===== config.mk =====
export PLATFORM = sky130hd
export DESIGN_NAME = shift_sub_divider
export DESIGN_NICKNAME = d
export VERILOG_FILES = /design/src/rtl/shift_sub_divider.sv
export SDC_FILE = /design/constraint.sdc
export NUM_CORES = 1
export LEC_CHECK = 0
export CELL_PAD_IN_SITES_DETAIL_PLACEMENT = 0
export CELL_PAD_IN_SITES_GLOBAL_PLACEMENT = 1
export CORE_ASPECT_RATIO = 1.2
export CORE_MARGIN = 3
export CORE_UTILIZATION = 41
export DETAILED_ROUTE_END_ITERATION = 10
export PLACE_DENSITY = 0.89
export REMOVE_ABC_BUFFERS = 1
export SYNTH_ARGS = -nofsm -noshare
export SYNTH_HDL_FRONTEND = slang
export SYNTH_SLANG_ARGS = --single-unit
export TNS_END_PERCENT = 10

===== constraint.sdc =====
create_clock -name Clk -period 2.53 [get_ports Clk]
set_input_delay 0.506 -clock Clk [delete_from_list [all_inputs] [get_ports Clk]]
set_output_delay 0.506 -clock Clk [all_outputs]
set_load 0.02 [all_outputs]

===== src/rtl/shift_sub_divider.sv =====
// Sequential unsigned restoring divider: 2*WIDTH-bit dividend / WIDTH-bit divisor,
// one quotient bit per clock, with a start/busy/done handshake and error flags.
module shift_sub_divider #(
    parameter int unsigned WIDTH = 8
) (
    input  logic                 Clk,
    input  logic                 Reset_n,
    input  logic                 start,
    input  logic [2*WIDTH-1:0]   dividend,
    input  logic [WIDTH-1:0]     divisor,
    output logic                 busy,
    output logic                 done,
    output logic [WIDTH-1:0]     quotient,
    output logic [WIDTH-1:0]     remainder,
    output logic                 div_by_zero,
    output logic                 overflow
);

    localparam int unsigned CW = $clog2(WIDTH + 1);

    typedef enum logic [1:0] {
        IDLE = 2'd0,
        CALC = 2'd1,
        DONE = 2'd2
    } state_t;

    state_t            state;
    logic [WIDTH:0]    a;
    logic [WIDTH-1:0]  q;
    logic [WIDTH-1:0]  d;
    logic [CW-1:0]     count;
    logic              err_dz;
    logic              err_ov;

    logic [WIDTH+1:0]  a_sh;
    logic [WIDTH+1:0]  diff;
    logic              borrow;

    // Shifted partial remainder and trial subtraction; extra top bit exposes the borrow
    always_comb begin
        a_sh   = {a, q[WIDTH-1]};
        diff   = a_sh - {2'b00, d};
        borrow = diff[WIDTH+1];
    end

    always_ff @(posedge Clk or negedge Reset_n) begin
        if (!Reset_n) begin
            state       <= IDLE;
            a           <= '0;
            q           <= '0;
            d           <= '0;
            count       <= '0;
            err_dz      <= 1'b0;
            err_ov      <= 1'b0;
            busy        <= 1'b0;
            done        <= 1'b0;
            quotient    <= '0;
            remainder   <= '0;
            div_by_zero <= 1'b0;
            overflow    <= 1'b0;
        end else begin
            done <= 1'b0;
            case (state)
                IDLE: begin
                    busy <= 1'b0;
                    if (start) begin
                        d      <= divisor;
                        a      <= {1'b0, dividend[2*WIDTH-1:WIDTH]};
                        q      <= dividend[WIDTH-1:0];
                        err_dz <= 1'b0;
                        err_ov <= 1'b0;
                        busy   <= 1'b1;
                        if (divisor == '0) begin
                            err_dz <= 1'b1;
                            state  <= DONE;
                        end else if (dividend[2*WIDTH-1:WIDTH] >= divisor) begin
                            // Quotient would need more than WIDTH bits
                            err_ov <= 1'b1;
                            state  <= DONE;
                        end else begin
                            count <= CW'(WIDTH);
                            state <= CALC;
                        end
                    end
                end
                CALC: begin
                    q     <= {q[WIDTH-2:0], ~borrow};
                    a     <= borrow ? a_sh[WIDTH:0] : diff[WIDTH:0];
                    count <= count - CW'(1);
                    if (count == CW'(1)) begin
                        state <= DONE;
                    end
                end
                DONE: begin
                    done        <= 1'b1;
                    busy        <= 1'b0;
                    div_by_zero <= err_dz;
                    overflow    <= err_ov;
                    if (err_dz || err_ov) begin
                        quotient  <= '1;
                        remainder <= '0;
                    end else begin
                        quotient  <= q;
                        remainder <= a[WIDTH-1:0];
                    end
                    state <= IDLE;
                end
                default: begin
                    busy  <= 1'b0;
                    state <= IDLE;
                end
            endcase
        end
    end

endmodule


==> results.yml, run 1 <==
sta:
  drv_slew: 0
  setup-violations-final: 0
  fin_crit_sh_pct: 97.2
  relSlewSlack_pct: 51.2
  finalHoldViolCount: 0
  rsz0062_at_grt: "yes"
  hold_slack_ps: 248
  fmax_mhz: 407
  finalCriticalPeriod_ps: 2460
  skew_ps: 8.97
  worst_slew_pin_slew_ps: 732
detailed_routing:
  wl_met3_um: 252
  wl_per_cell_um: 15.2
  finalWirelength_um: 6990
  vias_per_cell: 5.40
  drcViolationCount: 0
  drt_iter0_drc: 168
  vias: 2490
  drtAntennaViolNets: 0
  drtPass1Iterations: 4
  wl_met2_um: 3410
  routed.top_layer: "met4"
  wl_met1_um: 3150
setup_path:
  start_kind: "flop"
  arrival_ps: 2640
  rrSetupSlack_ps: 70
  cp.required_ps: 2710
  r2r-end: "a[8]$_DFFE_PN0P_"
  critPathCaptureType: "flop"
  crit_fanout: 3
  cp_slowest_cell: "a2111oi_1"
  critPathKind: "flop to flop"
  r2r-start: "q[7]$_DFFE_PN0P_"
  max_stage_delay_ps: 560
  r2r_cells: 9
  crit_chain: "inv_1 > ha_1 > fa_1 > nor2b_1 > o31ai_1 > a21oi_1 > a2111oi_1 > xnor2_1 > o21ai_1"
yosys:
  synthArstFlopShare_pct: 100
  synth_seq_area_share_pct: 45.4
  synth_warnings: 0
  netlist_area_um2: 2920
  synth_top_flop_cell: "dfrtp_1"
  avgSynthCellArea_um2: 9.51
  ys_seq_elements: 53
  synth_edf_count: 0
  synth_cell_type_count: 49
  synthCells: 307
power:
  cellPowerDensity_nw_per_um2: 1410
  seqPwrFrac_pct: 29.6
  switching_power_mw: 2.27
  swShare_pct: 42.8
  cellLeakagePower_nw: 1.69
  internal-power_mw: 3.03
  ir_drop_mv: 0.530
  p_clk_share_pct: 10.9
  combPwrFrac_pct: 59.5
floorplanning:
  core_um2: 6850
  top_level_ports: 47
  die_y_um: 98.4
  dieArea_um2: 8170
  start_util_pct: 42.6
  die_w_um: 83.0
  rows: 33
cts:
  post_cts_buffers: 0
  clock_tree.buffer_depth: 2
  cts_root_buf: "clkbuf_8"
  cts_resized: 0
  clk_pin_slew_worst_paths_ps: 100
  hold_buffers: 0
  cts_buffers: 5
  htreeDepth: 2
  cts_tree: "yes"
  insertion_delay_ps: 310
  cts.sink_count: 53
global_routing:
  antenna_found_initial: 0
  grt_pass1_vias: 2518
  grt_start_max_net_pins: 34
  grtUsageTotal_pct: 17.7
  grt_overflow_total: 0
  grt_pass1_wl_um: 11900
layout:
  fin_nets: 419
  layout.cells.most_common: "dfrtp_1"
  syn_to_final_growth_pct: 28.6
  fin_util_pct: 54.8
  fin_area_um2: 3750
  n_antenna_cell: 0
  layout_common_cells: "53 x dfrtp_1, 45 x clkdlybuf4s50_1, 29 x o21ai_0"
  drive_gt1_share_pct: 13.6
placement:
  dpl-instance-area_um2: 3620
  hpwl_um: 5560
  port_buffers: 46
  place_congestion: 0.859
outcome:
  outcome: "completed"
min_path:
  hp-class: "input pin to async pin"
run:
  drv_cap: 0
==> synth_stat cells, types with 7 or more instances <==
library cell,n,area (um2)
nor2b_1,10,62.6
dfrtp_1,53,1330
o21ai_0,29,145
nor2_1,14,52.6
inv_1,26,97.6
ha_1,18,225
o22a_1,7,61.3
a22oi_1,9,67.6
a21oi_1,25,125
a22o_1,8,70.1
clkbuf_1,9,33.8
nand2_1,27,101
==> area by class of cell <==
| cell class | count | area [um2] |
|---|---|---|
| tap | 87 | 109 |
| clock inverter | 3 | 46.3 |
| multi-input combinational | 214 | 1450 |
| inverter | 27 | 101 |
| fill | 656 | 3100 |
| clock buffer | 5 | 68.8 |
| timing repair buffer | 72 | 651 |
| sequential | 53 | 1330 |
==> routing by layer <==
layer / GRT usage (%) / vias to the layer above
li1: - / 1224
met1: 22.5 / 1183
met2: 30.7 / 67
met3: 3.01 / 16
met4: 6.04 / 0
met5: 0 / -
==> critical path: cells and delay by family (launching register included) <==
kind / cells / cell delay (ps)
compound gates: 4 / 1150
fa+ha+maj: 2 / 410
flops: 1 / 390
xor+xnor: 1 / 180
buf+inv: 1 / 130
simple gates: 1 / 80
==> stage by stage <==
step	instances	setup TNS (ps)	setup slack, ps	power [mW]
floorplan	294	0	97.2	3.60
global placement	453	-164	-164	4.58
detailed placement	453	-247	-210	4.69
CTS	461	0	75.2	5.28
global route	461	-103	-101	5.74
finish	461	0	70.4	5.31
==> worst max-delay path by stage <==
stage | endpoint | slack (ps) | start
2_1_floorplan | count[3]$_DFFE_PN0P_ | 100 | state[0]$_DFFE_PN0P_
3_3_place_gp | count[3]$_DFFE_PN0P_ | -160 | divisor[6]
3_5_place_dp | count[3]$_DFFE_PN0P_ | -210 | divisor[6]
4_1_cts | a[8]$_DFFE_PN0P_ | 80 | q[7]$_DFFE_PN0P_
5_1_grt | a[8]$_DFFE_PN0P_ | -100 | q[7]$_DFFE_PN0P_
6_report | a[8]$_DFFE_PN0P_ | 70 | q[7]$_DFFE_PN0P_
==> power by group through the flow <==
| stage | logic (mW) | registers [mW] | clock network (mW) |
|---|---|---|---|
| 2_1_floorplan | 1.92 | 1.67 | 0 |
| 3_3_place_gp | 3.01 | 1.56 | 0 |
| 3_5_place_dp | 3.10 | 1.59 | 0 |
| 4_1_cts | 3.12 | 1.57 | 0.591 |
| 5_1_grt | 3.49 | 1.62 | 0.624 |
| 6_report | 3.16 | 1.57 | 0.579 |
==> flip-flops by register name (all words and copies together), names as in the netlist <==
register / count
a: 9
busy: 1
count: 4
d: 8
div_by_zero: 1
done: 1
err_dz: 1
err_ov: 1
overflow: 1
q: 8
quotient: 8
remainder: 8
state: 2
==> cells by family (layout without fill, tap and decap cells) <==
group / Yosys count / count (layout) / share of synthesized area (%)
AOI/OAI and AO/OA: 104 / 104 / 23.0
and+or+nand+nor: 78 / 78 / 13.3
DFF: 53 / 53 / 45.4
buffers and inverters: 40 / 107 / 5.49
adders and majority gates: 19 / 19 / 8.40
muxes: 9 / 9 / 3.21
xor gates and xnor gates: 4 / 4 / 1.20
(Power assumes the default switching activity.)
==> inputs of run 2 (changes only) <==
--- a/config.mk
+++ b/config.mk
@@ -8,7 +8,6 @@
 export CELL_PAD_IN_SITES_DETAIL_PLACEMENT = 0
 export CELL_PAD_IN_SITES_GLOBAL_PLACEMENT = 1
 export CORE_ASPECT_RATIO = 1.2
-export CORE_MARGIN = 3
 export CORE_UTILIZATION = 41
 export DETAILED_ROUTE_END_ITERATION = 10
 export PLACE_DENSITY = 0.89
==> results.yml, run 2 (same netlist as run 1, synthesis figures left out) <==
outcome:
  outcome: "completed"
layout:
  layout_common_cells: "53 x dfrtp_1, 45 x clkdlybuf4s50_1, 29 x o21ai_0"
  top_register: "a"
  final_cells: 459
  multi_input_area_um2: 1450
  seq_area_um2: 1330
  syn_to_final_growth_pct: 27.1
  layout.cells.most_common: "dfrtp_1"
  fin_area_um2: 3710
  largest_reg_flops: 9
  drive_gt1_share_pct: 12.6
  fin_nets: 417
  n_antenna_cell: 0
  nFillCells: 643
sta:
  finalHoldViolCount: 0
  finalCriticalPeriod_ps: 2370
  hold_slack_ps: 109
  fin_crit_sh_pct: 93.8
  drv_slew: 0
  setup-violations-final: 0
  rsz0062_at_grt: "no"
  worst_slew_pin_slew_ps: 497
  relSlewSlack_pct: 66.8
  tns_ps: 0
  fmax_mhz: 421
  skew_ps: 4.90
detailed_routing:
  finalWirelength_um: 7020
  vias: 2471
  drtAntennaViolNets: 0
  vias_per_cell: 5.38
  drcViolationCount: 0
  drtPass1Iterations: 4
  wl_per_cell_um: 15.3
  drt_iter0_drc: 194
global_routing:
  grt_start_max_net_pins: 22
  grt_busiest_layer: "met2"
  grt_use_met1_pct: 26.4
  grt_pass1_vias: 2462
  grt_use_met3_pct: 3.77
  use_met2_pct: 34.3
  grt_pass1_wl_um: 11800
  grtUsageTotal_pct: 20.6
  antenna_found_initial: 0
  grt_overflow_total: 0
cts:
  cts.sink_count: 53
  clock_tree.buffer_depth: 2
  cts_root_buf: "clkbuf_8"
  clk_pin_slew_worst_paths_ps: 100
  cts_tree: "yes"
  htreeDepth: 2
  cts_buffers: 5
  hold_buffers: 0
  insertion_delay_ps: 320
  cts_resized: 0
  post_cts_buffers: 0
setup_path:
  rrSetupSlack_ps: 160
  critPathKind: "flop to flop"
  arrival_ps: 2640
  max_stage_delay_ps: 510
  worst-path-buf-inv: 0
  cp_slowest_cell: "or4_1"
  cp.required_ps: 2800
  crit_chain: "ha_2 > nand4_1 > a211o_1 > and3_4 > or4_1 > a311oi_1 > a21o_1"
  crit_fanout: 7
  critPathCaptureType: "flop"
  critPathTopFamily: "simple AND/OR/NAND/NOR gates"
  start_kind: "flop"
power:
  cellLeakagePower_nw: 1.67
  ir_drop_mv: 0.543
  cellPowerDensity_nw_per_um2: 1410
floorplanning:
  core_um2: 6850
  die_w_um: 79.0
  die_y_um: 94.4
  start_util_pct: 42.6
  rows: 33
  top_level_ports: 47
  dieArea_um2: 7460
placement:
  hpwl_um: 5430
  dpl-instance-area_um2: 3600
  port_buffers: 46
  dp_cells: 451
  place_congestion: 0.815
run:
  drv_cap: 0
min_path:
  hp-class: "input pin to async pin"
## run 2: stage by stage
step                      util, %  total power [mW]  setup WS (ps)
after CTS                    54.0              5.19           90.9
after global routing         54.1              5.64           32.5
after detailed placement     52.6              4.67           -201
after global placement       52.6              4.55           -165
after floorplan                 -              3.60           97.2
final                        54.1              5.21            156
## run 2: layer usage
metal,up-vias,wire (um),part of all wire (%)
met5,-,0,0
met4,0,164,2.3
met3,16,282,4.0
met2,73,3370,48
met1,1165,3200,46
li1,1217,-,-
## run 2: layout make-up
| type | instances | area share (%) |
|---|---|---|
| clock buffer | 5 | 1.85 |
| clock inverter | 3 | 0.674 |
| inverter | 27 | 2.73 |
| multi-input combinational | 214 | 38.9 |
| sequential | 53 | 35.7 |
| tap | 87 | 2.93 |
| timing repair buffer | 70 | 17.1 |
## run 2: where the power goes
group	switching, mW	internal (mW)	total (mW)
Sequential	0.333	1.26	1.59
Clock	0.305	0.200	0.505
Combinational	1.67	1.45	3.12
## run 2: final timing paths
| path | startpoint | end | depth (start not counted) |
|---|---|---|---|
| min in group Clk | div_by_zero$_DFFE_PN0P_ | div_by_zero$_DFFE_PN0P_ | 2 |
| setup reg to reg | a[5]$_DFFE_PN0P_ | a[2]$_DFFE_PN0P_ | 7 |
| setup / recovery | a[5]$_DFFE_PN0P_ | a[2]$_DFFE_PN0P_ | 7 |
| hold / removal | Reset_n | quotient[3]$_DFFE_PN0P_ | 1 |
| max in group asynchronous | Reset_n | d[4]$_DFFE_PN0P_ | 2 |
| hold reg to reg | div_by_zero$_DFFE_PN0P_ | div_by_zero$_DFFE_PN0P_ | 2 |
==> inputs of run 3 (changes only) <==
--- a/config.mk
+++ b/config.mk
@@ -8,9 +8,9 @@
 export CELL_PAD_IN_SITES_DETAIL_PLACEMENT = 0
 export CELL_PAD_IN_SITES_GLOBAL_PLACEMENT = 1
 export CORE_ASPECT_RATIO = 1.2
-export CORE_UTILIZATION = 41
+export CORE_UTILIZATION = 44
 export DETAILED_ROUTE_END_ITERATION = 10
-export PLACE_DENSITY = 0.89
+export PLACE_DENSITY = 0.94
 export REMOVE_ABC_BUFFERS = 1
 export SYNTH_ARGS = -nofsm -noshare
 export SYNTH_HDL_FRONTEND = slang
==> constraint.sdc (replaced) <==
create_clock -name Clk -period 3 [get_ports Clk]
set_input_delay 0.6 -clock Clk [delete_from_list [all_inputs] [get_ports Clk]]
set_output_delay 0.6 -clock Clk [all_outputs]
set_load 0.02 [all_outputs]
==> results.yml, run 3 (same netlist as run 1, synthesis figures left out) <==
setup_path:
  crit_chain: "clkdlybuf4s50_1 > inv_1 > ha_1 > a21o_1 > a21oi_1 > nand4_1 > a21o_1 > nand3_1 > or3b_2"
  cp_slowest_cell: "clkdlybuf4s50_1"
  arrival_ps: 2730
  critPathKind: "input pin to flop"
  worst-path-buf-inv: 2
  path_common_cell: "a21o_1"
  start_kind: "input pin"
  cp.required_ps: 3190
  crit_fanout: 4
  critPathCaptureType: "flop"
  critPathTopFamily: "simple AND/OR/NAND/NOR gates"
  max_stage_delay_ps: 500
sta:
  worst_slack_ps: 461
  finalCriticalPeriod_ps: 2540
  rsz0062_at_grt: "no"
  setup-violations-final: 0
  fin_crit_sh_pct: 84.6
  relSlewSlack_pct: 62.1
  finalHoldViolCount: 0
  skew_ps: 8.62
  worst_slew_pin_slew_ps: 554
  drv_slew: 0
  tns_ps: 0
  fmax_mhz: 394
power:
  cellPowerDensity_nw_per_um2: 1190
  seqPwrFrac_pct: 32.0
  switching_power_mw: 1.87
  combPwrFrac_pct: 58.4
  p_clk_share_pct: 9.5
  internal-power_mw: 2.37
  ir_drop_mv: 0.428
  cellLeakagePower_nw: 1.59
  swShare_pct: 44.0
detailed_routing:
  vias: 2432
  drtAntennaViolNets: 0
  finalWirelength_um: 6630
  drtPass1Iterations: 4
  drcViolationCount: 0
  drt_iter0_drc: 160
  wl_per_cell_um: 15.0
  vias_per_cell: 5.50
cts:
  post_cts_buffers: 0
  cts_resized: 0
  insertion_delay_ps: 310
  clk_pin_slew_worst_paths_ps: 100
  cts_tree: "yes"
  cts.sink_count: 53
  cts_root_buf: "clkbuf_8"
  clock_tree.buffer_depth: 2
  htreeDepth: 2
  hold_buffers: 0
  cts_buffers: 5
layout:
  largest_reg_flops: 9
  nFillCells: 601
  fin_nets: 402
  syn_to_final_growth_pct: 22.5
  drive_gt1_share_pct: 7.84
  top_register: "a"
  n_antenna_cell: 0
  layout.cells.most_common: "dfrtp_1"
  layout_common_cells: "53 x dfrtp_1, 45 x clkdlybuf4s50_1, 29 x o21ai_0"
global_routing:
  antenna_found_initial: 0
  grt_pass1_vias: 2381
  grtUsageTotal_pct: 20.3
  grt_start_max_net_pins: 35
  grt_pass1_wl_um: 11300
  grt_overflow_total: 0
floorplanning:
  top_level_ports: 47
  die_y_um: 91.2
  start_util_pct: 45.6
  rows: 32
  dieArea_um2: 6970
  die_w_um: 76.4
  core_um2: 6410
outcome:
  outcome: "completed"
placement:
  place_congestion: 0.903
  preCtsSetupSlack_ps: 139
  hpwl_um: 5080
  port_buffers: 46
run:
  drv_cap: 0
min_path:
  hp-class: "input pin to async pin"
-- run 3: changes by cell type in the layout (fill, tap and decap cells not counted), sizes merged --
cell      before  now
buf           25   10
clkbuf         5    6
clkinv         1    0
clkinvlp       1    2
inv           28   27
-- run 3: cell type report --
class / count / area [um2] / share of cell area [%]
multi-input combinational: 214 / 1430 / 40.0
sequential: 53 / 1330 / 37.1
timing repair buffer: 55 / 523 / 14.6
tap: 85 / 106 / 2.97
inverter: 27 / 101 / 2.83
clock buffer: 6 / 72.6 / 2.03
clock inverter: 2 / 15.0 / 0.420
-- run 3: stage by stage --
stage | total power, mW | area (um2) | hold WS [ps] | instances | util, %
6_report | 4.24 | 3580 | 204 | 442 | 55.8
5_1_grt | 4.60 | 3580 | 229 | 442 | 55.8
4_1_cts | 4.24 | 3580 | 222 | 442 | 55.8
3_5_place_dp | 3.84 | 3490 | 463 | 434 | 54.5
3_3_place_gp | 3.76 | 3490 | 460 | 434 | 54.5
2_1_floorplan | 3.03 | 2860 | 304 | 294 | -
-- run 3: power by group through the flow --
stage / registers [mW] / clock network, mW / logic (mW)
finish: 1.36 / 0.405 / 2.48
global route: 1.41 / 0.430 / 2.76
CTS: 1.36 / 0.408 / 2.48
detailed placement: 1.37 / 0 / 2.47
global placement: 1.36 / 0 / 2.40
floorplan: 1.41 / 0 / 1.62
-- run 3: routing by layer --
layer	up-vias	share of wire (%)	track usage, %
li1	1188	-	-
met4	0	0.86	5.45
met3	5	3.2	2.51
met1	1191	46	27.3
met2	48	50	34.6
met5	-	0	0
-- run 3: worst paths after layout --
check	endpoint	start	cells after the start	slack [ps]
worst max-delay path	count[3]$_DFFE_PN0P_	divisor[6]	9	460
worst min-delay path	quotient[6]$_DFFE_PN0P_	Reset_n	1	200
worst max register to register	a[0]$_DFFE_PN0P_	a[3]$_DFFE_PN0P_	7	520
worst min register to register	div_by_zero$_DFFE_PN0P_	div_by_zero$_DFFE_PN0P_	2	480
max in group asynchronous	a[1]$_DFFE_PN0P_	Reset_n	2	1990
min in group Clk	div_by_zero$_DFFE_PN0P_	div_by_zero$_DFFE_PN0P_	2	480
